--- config.mk ---
export PLATFORM = sky130hd
export DESIGN_NAME = meta_queue
export DESIGN_NICKNAME = d
export VERILOG_FILES = /design/src/rtl/meta_queue_pkg.sv /design/src/rtl/meta_queue_chk.sv /design/src/rtl/meta_queue_ram.sv /design/src/rtl/meta_queue.sv
export SDC_FILE = /design/constraint.sdc
export NUM_CORES = 1
export LEC_CHECK = 0
export CAP_MARGIN = 20
export CORE_ASPECT_RATIO = 2
export CORE_MARGIN = 3
export CORE_UTILIZATION = 50
export CTS_CLUSTER_SIZE = 16
export DETAILED_ROUTE_END_ITERATION = 10
export PLACE_DENSITY = 0.75
export SETUP_SLACK_MARGIN = 0.5
export SLEW_MARGIN = 20
export SYNTH_ARGS = -nofsm -noshare
export SYNTH_HDL_FRONTEND = slang
export SYNTH_SLANG_ARGS = --single-unit
--- constraint.sdc ---
create_clock -name clk -period 17.6 [get_ports clk]
set_clock_uncertainty 0.1 [all_clocks]
set_input_delay 3.52 -clock clk [delete_from_list [all_inputs] [get_ports clk]]
set_output_delay 3.52 -clock clk [all_outputs]
set_load 0.03 [all_outputs]
--- src/rtl/meta_queue_pkg.sv ---
// Shared metadata descriptor type and meta_queue sizing constants.
// Imported by flow_director consumers and by meta_queue itself.
package meta_queue_pkg;

  typedef struct packed {
    logic [15:0] flow_id;
    logic [7:0]  queue_id;
    logic [15:0] pkt_len;
    logic [7:0]  flags;
  } metadata_t;

  localparam int unsigned META_W       = $bits(metadata_t);
  localparam int unsigned META_Q_DEPTH = 32;
  localparam int unsigned META_Q_AF    = 28;

endpackage

--- src/rtl/meta_queue_chk.sv ---
// Simulation checks for meta_queue handshakes: no push when full,
// head descriptor held stable while stalled.
module meta_queue_chk #(
  parameter int unsigned DEPTH  = 32,
  parameter int unsigned AWIDTH = 5,
  parameter int unsigned DW     = 48
) (
  input logic              clk,
  input logic              rst,
  input logic              in_meta_valid,
  input logic              in_meta_ready,
  input logic              out_meta_valid,
  input logic              out_meta_ready,
  input logic [DW-1:0]     out_meta_data,
  input logic [AWIDTH:0]   occupancy
);

  localparam logic [AWIDTH:0] FULL_C = (AWIDTH+1)'(DEPTH);

  a_push_when_full: assert property (@(posedge clk) disable iff (rst)
    (in_meta_valid && in_meta_ready) |-> (occupancy != FULL_C))
    else $error("meta_queue: push while full");

  a_out_stable: assert property (@(posedge clk) disable iff (rst)
    $past(out_meta_valid && !out_meta_ready && !rst) |-> $stable(out_meta_data))
    else $error("meta_queue: out_meta_data changed while stalled");

endmodule

--- src/rtl/meta_queue_ram.sv ---
// Simple dual-port descriptor storage: one write port, one registered read port.
// A write to the slot being read returns the new data (write-first).
module meta_queue_ram #(
  parameter int unsigned SLOTS  = 31,
  parameter int unsigned AWIDTH = 5,
  parameter int unsigned DW     = 48
) (
  input  logic              clk,
  input  logic              we_i,
  input  logic [AWIDTH-1:0] waddr_i,
  input  logic [DW-1:0]     wdata_i,
  input  logic [AWIDTH-1:0] raddr_i,
  output logic [DW-1:0]     rdata_o
);

  logic [DW-1:0] mem_q [SLOTS];
  logic [DW-1:0] rdata_q;

  always_ff @(posedge clk) begin
    if (we_i) begin
      mem_q[waddr_i] <= wdata_i;
    end
  end

  // Bypass keeps the registered head current when the head slot is written this cycle.
  always_ff @(posedge clk) begin
    rdata_q <= (we_i && (waddr_i == raddr_i)) ? wdata_i : mem_q[raddr_i];
  end

  assign rdata_o = rdata_q;

endmodule

--- src/rtl/meta_queue.sv ---
// Elastic metadata FIFO: (DEPTH-1)-slot RAM plus a show-ahead output register.
// Optional counters enabled with META_QUEUE_STATS_EN.
module meta_queue
  import meta_queue_pkg::*;
#(
  parameter int unsigned DEPTH     = META_Q_DEPTH,
  parameter int unsigned AWIDTH    = 5,
  parameter int unsigned AF_THRESH = META_Q_AF
) (
  input  logic                clk,
  input  logic                rst,
  input  logic [META_W-1:0]   in_meta_data,
  input  logic                in_meta_valid,
  output logic                in_meta_ready,
  output logic [META_W-1:0]   out_meta_data,
  output logic                out_meta_valid,
  input  logic                out_meta_ready,
  output logic [AWIDTH:0]     occupancy,
  output logic                almost_full,
  output logic [31:0]         stat_in_cnt,
  output logic [31:0]         stat_out_cnt
);

  localparam logic [AWIDTH:0]   DEPTH_C   = (AWIDTH+1)'(DEPTH);
  localparam logic [AWIDTH:0]   AF_C      = (AWIDTH+1)'(AF_THRESH);
  localparam logic [AWIDTH-1:0] LAST_SLOT = AWIDTH'(DEPTH-2);

  logic [META_W-1:0] out_data_q, out_data_d;
  logic              out_valid_q, out_valid_d;
  logic [AWIDTH:0]   occ_q, occ_d;
  logic              in_ready_q, in_ready_d;
  logic              af_q, af_d;
  logic [AWIDTH-1:0] rd_ptr_q, rd_ptr_d;
  logic [AWIDTH-1:0] wr_ptr_q, wr_ptr_d;

  logic              push_s, pop_s, load_out_s, ram_has_s, we_s;
  logic [AWIDTH:0]   ram_cnt_s;
  logic [META_W-1:0] ram_rdata_s;

  function automatic logic [AWIDTH-1:0] ptr_inc(input logic [AWIDTH-1:0] p);
    return (p == LAST_SLOT) ? '0 : p + AWIDTH'(1);
  endfunction

  // Handshakes, output refill priority (RAM head, then bypass) and next state.
  always_comb begin
    push_s      = in_meta_valid & in_ready_q;
    pop_s       = out_valid_q & out_meta_ready;
    load_out_s  = pop_s | ~out_valid_q;
    ram_cnt_s   = occ_q - (AWIDTH+1)'(out_valid_q);
    ram_has_s   = (ram_cnt_s != '0);
    out_valid_d = out_valid_q;
    out_data_d  = out_data_q;
    rd_ptr_d    = rd_ptr_q;
    wr_ptr_d    = wr_ptr_q;
    we_s        = 1'b0;
    if (load_out_s && ram_has_s) begin
      out_valid_d = 1'b1;
      out_data_d  = ram_rdata_s;
      rd_ptr_d    = ptr_inc(rd_ptr_q);
      we_s        = push_s;
    end else if (load_out_s && push_s) begin
      out_valid_d = 1'b1;
      out_data_d  = in_meta_data;
    end else if (load_out_s) begin
      out_valid_d = 1'b0;
    end else begin
      we_s = push_s;
    end
    if (we_s) begin
      wr_ptr_d = ptr_inc(wr_ptr_q);
    end else begin
      wr_ptr_d = wr_ptr_q;
    end
    occ_d      = occ_q + (AWIDTH+1)'(push_s) - (AWIDTH+1)'(pop_s);
    in_ready_d = (occ_d < DEPTH_C);
    af_d       = (occ_d >= AF_C);
  end

  // Control and output state registers.
  always_ff @(posedge clk) begin
    if (rst) begin
      out_valid_q <= 1'b0;
      out_data_q  <= '0;
      occ_q       <= '0;
      in_ready_q  <= 1'b0;
      af_q        <= 1'b0;
      rd_ptr_q    <= '0;
      wr_ptr_q    <= '0;
    end else begin
      out_valid_q <= out_valid_d;
      out_data_q  <= out_data_d;
      occ_q       <= occ_d;
      in_ready_q  <= in_ready_d;
      af_q        <= af_d;
      rd_ptr_q    <= rd_ptr_d;
      wr_ptr_q    <= wr_ptr_d;
    end
  end

  // Read address is the next head so the registered read data is ready for the next pop.
  meta_queue_ram #(
    .SLOTS  (DEPTH-1),
    .AWIDTH (AWIDTH),
    .DW     (META_W)
  ) u_ram (
    .clk     (clk),
    .we_i    (we_s),
    .waddr_i (wr_ptr_q),
    .wdata_i (in_meta_data),
    .raddr_i (rd_ptr_d),
    .rdata_o (ram_rdata_s)
  );

  meta_queue_chk #(
    .DEPTH  (DEPTH),
    .AWIDTH (AWIDTH),
    .DW     (META_W)
  ) u_chk (
    .clk            (clk),
    .rst            (rst),
    .in_meta_valid  (in_meta_valid),
    .in_meta_ready  (in_ready_q),
    .out_meta_valid (out_valid_q),
    .out_meta_ready (out_meta_ready),
    .out_meta_data  (out_data_q),
    .occupancy      (occ_q)
  );

  assign in_meta_ready  = in_ready_q;
  assign out_meta_data  = out_data_q;
  assign out_meta_valid = out_valid_q;
  assign occupancy      = occ_q;
  assign almost_full    = af_q;

`ifdef META_QUEUE_STATS_EN
  logic [31:0] stat_in_q, stat_out_q;

  // Free-running handshake counters, wrapping modulo 2^32.
  always_ff @(posedge clk) begin
    if (rst) begin
      stat_in_q  <= 32'd0;
      stat_out_q <= 32'd0;
    end else begin
      stat_in_q  <= stat_in_q + 32'(push_s);
      stat_out_q <= stat_out_q + 32'(pop_s);
    end
  end

  assign stat_in_cnt  = stat_in_q;
  assign stat_out_cnt = stat_out_q;
`else
  assign stat_in_cnt  = 32'd0;
  assign stat_out_cnt = 32'd0;
`endif

endmodule
# Word-level counts from Yosys, hierarchy flattened
# Memories as Yosys holds them, arrays and structs flattened. A register that Yosys moved wholly into a read port is not among the register bits.
# Cells that the tools add are included.
# Widths: inputs -> output; s select.
dict set report word_totals {
  memories 1
  latchBits 0
  elab_cells 39
  out_inout_bits 121
  ram_bits 1488
  rom_bits 0
  register_bits 67
}
dict set report op_classes {
  reduce_logical 5
  n_mux 13
  order_cmp 2
  bitwise 4
  n_eq_ne 2
  n_div 0
  shifts 0
  add_sub_neg 5
  mul 0
}
# name words width read_ports rd_ports_with_merged_regs write_ports line_no
set memory_table {}
lappend memory_table {u_ram.mem_q 31 48 1 1 1 meta_queue_ram.sv:16} ;# logic [DW-1:0] mem_q [SLOTS];
# operator n
set ops {}
lappend ops {{$mux 48} 2}
lappend ops {{$mux 5} 3}
lappend ops {{$sub 6x1->6} 2}
lappend ops {{$add 5x1->5 const B} 2}
lappend ops {{$eq 5x5->1 const B} 2}
lappend ops {{$mux 1} 8}
lappend ops {{$add 6x1->6} 1}
lappend ops {{$ge 6x5->1 const B} 1}
lappend ops {{$lt 6x6->1 const B} 1}
lappend ops {{$reduce_bool 6->1} 1}
lappend ops {{$reduce_bool 3->1} 1}
lappend ops {{$and 1x1->1} 2}
lappend ops {{$logic_and 1x1->1} 2}
lappend ops {{$reduce_bool 2->1} 1}
lappend ops {{$not 1->1} 1}
lappend ops {{$or 1x1->1} 1}

# Longest topological paths before layout
dict set report logic_depth {
  depth_word 7
  depth_mapped 11
}

# Cells and area by module
# Synthesis repeated with hierarchy kept, for this count alone.
dict set report hier_totals {
  hier_cells 3317
  area_unflattened_um2 61283.8
}
# mod area_per_inst_um2 cells_each instances
set by_module_without_submodules {}
lappend by_module_without_submodules {meta_queue_ram 57159.8 2849 1}
lappend by_module_without_submodules {meta_queue 4124.0 468 1}

# Least setup slack after synthesis
# Ideal clock, no wire load.
dict set report synth_timing {
  kind {input-to-reg}
  startpoint {input out_meta_ready}
  endpoint {memory u_ram.mem_q[0][0], enable pin}
  setup_ps 573
  stages 5
  setup_slack_ps 7961
  n_path_buf 1
  required_ps 16927
  arrival_ps 8966
  cell_sequence {nand2b_1 -> a31oi_1 -> clkbuf_1 -> nand2_1 -> nor4_1}
}
dict set report synth_between {
  elab_chain_len 7
  word_cells_on_any_way 9
  classes_between {mux (5); bitwise (2); reduce/logical (2)}
}
# element line_no
set synth_lines {}
lappend synth_lines {{from (decl)} meta_queue.sv:17} ;# input logic out_meta_ready,
lappend synth_lines {{$and 1x1->1 *} meta_queue.sv:47} ;# pop_s = out_valid_q & out_meta_ready;
lappend synth_lines {{$or 1x1->1 *} meta_queue.sv:48} ;# load_out_s = pop_s | ~out_valid_q;
lappend synth_lines {{$mux 1 or $logic_and 1x1->1 (tied branches)} {meta_queue.sv:64, meta_queue.sv:61}}
lappend synth_lines {{$mux 1} meta_queue.sv:61} ;# end else if (load_out_s && push_s) begin
lappend synth_lines {{$mux 1 *} meta_queue.sv:56} ;# if (load_out_s && ram_has_s) begin
lappend synth_lines {{$mux 1 *} meta_queue_ram.sv:20} ;# if (we_i) begin
lappend synth_lines {{$mux 1 (not written as such) *} meta_queue_ram.sv:21} ;# mem_q[waddr_i] <= wdata_i;
lappend synth_lines {{to (decl)} meta_queue_ram.sv:16}
# Mark *: on every way between the ends. The rest lies on a longest branch, timed or not.

# Worst setup path in the final report
dict set report layout_timing {
  startpoint {input in_meta_valid}
  endpoint {memory u_ram.mem_q[25][3], enable pin}
}
dict set report layout_between {
  elab_chain_len 6
  word_cells_on_any_way 7
  classes_between {mux (5); bitwise (1); reduce/logical (1)}
}
# element line_no
set layout_lines {}
lappend layout_lines {{from (decl)} meta_queue.sv:13} ;# input logic in_meta_valid,
lappend layout_lines {{$and 1x1->1 *} meta_queue.sv:46} ;# push_s = in_meta_valid & in_ready_q;
lappend layout_lines {{$mux 1 or $logic_and 1x1->1 (tied branches)} {meta_queue.sv:64, meta_queue.sv:61}}
lappend layout_lines {{$mux 1} meta_queue.sv:61}
lappend layout_lines {{$mux 1 *} meta_queue.sv:56}
lappend layout_lines {{$mux 1 *} meta_queue_ram.sv:20}
lappend layout_lines {{$mux 1 (not written as such) *} meta_queue_ram.sv:21}
# Marked as above.

==> results.toml <==
[timing]
tns_ns = 0
hold_slack_ns = 0.396
finalHoldViolations = 0
slew_violations = 0
slew_headroom_pct = 19.9
fin_crit_sh_pct = 35.1
clock.fmax_mhz = 162
max_slew.worst_pin.slew_ns = 1.20
period_minus_slack_ns = 6.18
rsz0062_at_grt = "no"
setup_viol = 0

[yosys]
synthDistinctLibCells = 59
synth_edf_count = 1488
yosys-top-cells-area = "edfxtp_1, mux4_2, mux2i_1, dfxtp_1, buf_4"
synthArstFlopShare_pct = 0
ys_ff_latch = 1560
post_synth_instance_area_mm2 = 0.0607
yosysWarnings = 0
synthFlopType = "edfxtp_1"
synth_cells = 2997
synth_area_leader_cell = "edfxtp_1"
ys_seq_area_share_pct = 76.0
avgSynthCellArea_um2 = 20.3
synth_top_area_share_pct = 73.6

[die]
core_area_mm2 = 0.120
dieWidth_um = 252
io_pins = 173
die_y_um = 499
dieArea_mm2 = 0.126
rows = 180
start_util_pct = 50.4

[drt]
wl_per_cell_um = 29.7
ant_nets = 0
route.detailed.drc = 0
wl_met3_mm = 11.2
met2_length_mm = 72.7
first_pass_iters = 6
wl_met1_mm = 53.3
drtIter0Drc = 3655
vias_per_cell = 6.26
vias = 30100
routed_wl_mm = 143
routed.top_layer = "met5"

[power_and_ir_drop]
switching_share_pct = 28.4
p_sw_w = 0.00261
seqPwrFrac_pct = 46.4
powerDensity_mw_per_mm2 = 136
p_leak_nw = 20.9
internal_power_w = 0.00656
p_comb_share_pct = 24.3
ir_drop_mv = 0.112
p_clk_share_pct = 29.3

[placement]
postPlaceCellArea_mm2 = 0.0637
dp_hpwl_mm = 86.4
io_buffers = 108
place_congestion = 0.821

[finish]
area_growth_syn_to_layout_pct = 11.2
layout-drive-gt1-share_pct = 20.5
postLayoutCoreUtil_pct = 56.0
post-route-cell-area_mm2 = 0.0675
fin_nets = 3225

[worst_setup_path]
cpMaxStageDelayCell = "nor2_4"
crit_path_start_kind = "input pin"
crit_fanout = 26
worstPathRequired_ns = 17.88
criticalPathCategory = "input pin to register"
cp_cell_sequence = "clkdlybuf4s50_1, nand2_1, a31oi_1, buf_4, nand2_1, nor2_4, buf_4"
crit_arrival_ns = 6.46
slowest_delay_ns = 0.85
cp-end-kind = "register"

[clock_network]
cts_buffers = 119
postCtsSetupRepairBufs = 0
clk_pin_slew_ns = 0.07
cts.sinks = 1560
clock_latency_ns = 0.72
cts-htree-levels = 3
ctsHoldBuffers = 0
cts-root-buf = "clkbuf_16"
cts_buffer_depth = 3
tritoncts = "done"
ctsResizeCount = 0

[global_routing]
track_usage_pct = 22.8
grt_pass1_vias = 30500
antenna_found_initial = 2
grt_start_max_net_pins = 114
overflow = 0
grt_pass1_wl_mm = 210

[job]
cap_violations = 0

[status]
status = "finished clean"

[hold_path]
min_path_type = "register to register"
## critical path: cells and delay by family
kind	cells	cell delay, ns
compound gates	1	0.21
buf+inv	3	1.22
simple gates	3	1.49
## layer usage
metal  vias up  GRT usage (%)
met5         -              0
met4         2           8.30
met3       243           3.54
met2      1548           38.2
met1     15800           30.4
li1      12500              -
## power by group through the flow
stage | logic, W | registers, W | clock network, W
floorplan | 0.00149 | 0.00437 | 0
global placement | 0.00221 | 0.00434 | 0
detailed placement | 0.00223 | 0.00434 | 0
CTS | 0.00225 | 0.00426 | 0.00272
global route | 0.00237 | 0.00426 | 0.00286
finish | 0.00223 | 0.00425 | 0.00269
## worst paths after layout
path	start	to	slack [ns]	depth (start not counted)
max	in_meta_valid	u_ram.mem_q[25][3]	11.42	7
min	out_meta_data[41]	out_meta_data[41]	0.40	1
max reg2reg	register	out_meta_data[15]	12.63	9
min reg2reg	out_meta_data[41]	out_meta_data[41]	0.40	1
## final cells by class
type	count	area, um^2
Tap cell	1547	1940
Sequential cell	1560	46100
Timing Repair Buffer	209	1840
Clock buffer	187	3460
Clock inverter	35	382
Multi-Input combinational cell	1245	13700
Inverter	19	71.3
Antenna cell	1	2.50
Fill cell	8601	53000
## placed cells by master, fill, tap and decap left out, types with 8 or more instances in the layout
cell type,netlist,final
a21oi_1,42,41
a31oi_1,46,46
a22oi_1,14,14
clkbuf_8,0,18
clkbuf_1,96,48
dfxtp_1,72,67
o221ai_1,17,17
edfxtp_1,1488,1488
buf_4,82,98
clkinv_2,0,13
mux2i_1,151,151
a22o_1,13,13
conb_1,1,64
o211ai_1,31,31
a221o_1,30,30
ha_1,18,18
clkbuf_16,0,121
nand2b_1,62,61
nor2_1,68,43
nand3_1,50,50
clkdlybuf4s50_1,0,100
buf_2,39,8
nand2_1,69,69
mux2_2,30,30
o21ai_0,51,51
o22ai_1,30,30
a211o_1,33,32
mux4_2,312,312
inv_1,19,19
nor2_4,0,24
nor2b_1,38,37
## registers in the layout (all words and copies together) (netlist names), named ones only
name	flops
out_meta_data	48
u_ram.mem_q	1488
out_meta_valid	1
almost_full	1
occupancy	6
rd_ptr_q	5
in_meta_ready	1
wr_ptr_q	5
## cell families after synthesis
| family | share of synthesized area, % |
|---|---|
| and+or+nand+nor | 2.68 |
| buffers and inverters | 2.28 |
| xor gates and xnor gates | 0.0721 |
| AOI/OAI and AO/OA | 3.97 |
| DFF | 76.0 |
| other | 0.00618 |
| muxes | 14.6 |
| adders and majority gates | 0.404 |
## synth_stat cells (all sizes together) (31+ instances only)
library cell	count
edfxtp	1488
nand2b	62
nand3	50
a211o	33
buf	140
o21ai	51
clkbuf	96
nor2	68
a21oi	42
mux4	312
a31oi	47
dfxtp	72
nor2b	38
nand2	69
o211ai	31
mux2i	151
## metrics by stage
| step | cells | power (W) | setup slack, ns |
|---|---|---|---|
| 3_5_place_dp | 4580 | 0.00657 | 10.73 |
| 5_1_grt | 4803 | 0.00949 | 11.27 |
| 6_report | 4803 | 0.00917 | 11.42 |
| 2_1_floorplan | 3060 | 0.00586 | 7.96 |
| 3_3_place_gp | 4580 | 0.00655 | 10.76 |
| 4_1_cts | 4802 | 0.00923 | 11.48 |
Note: power is estimated with default switching activity, not from simulation.
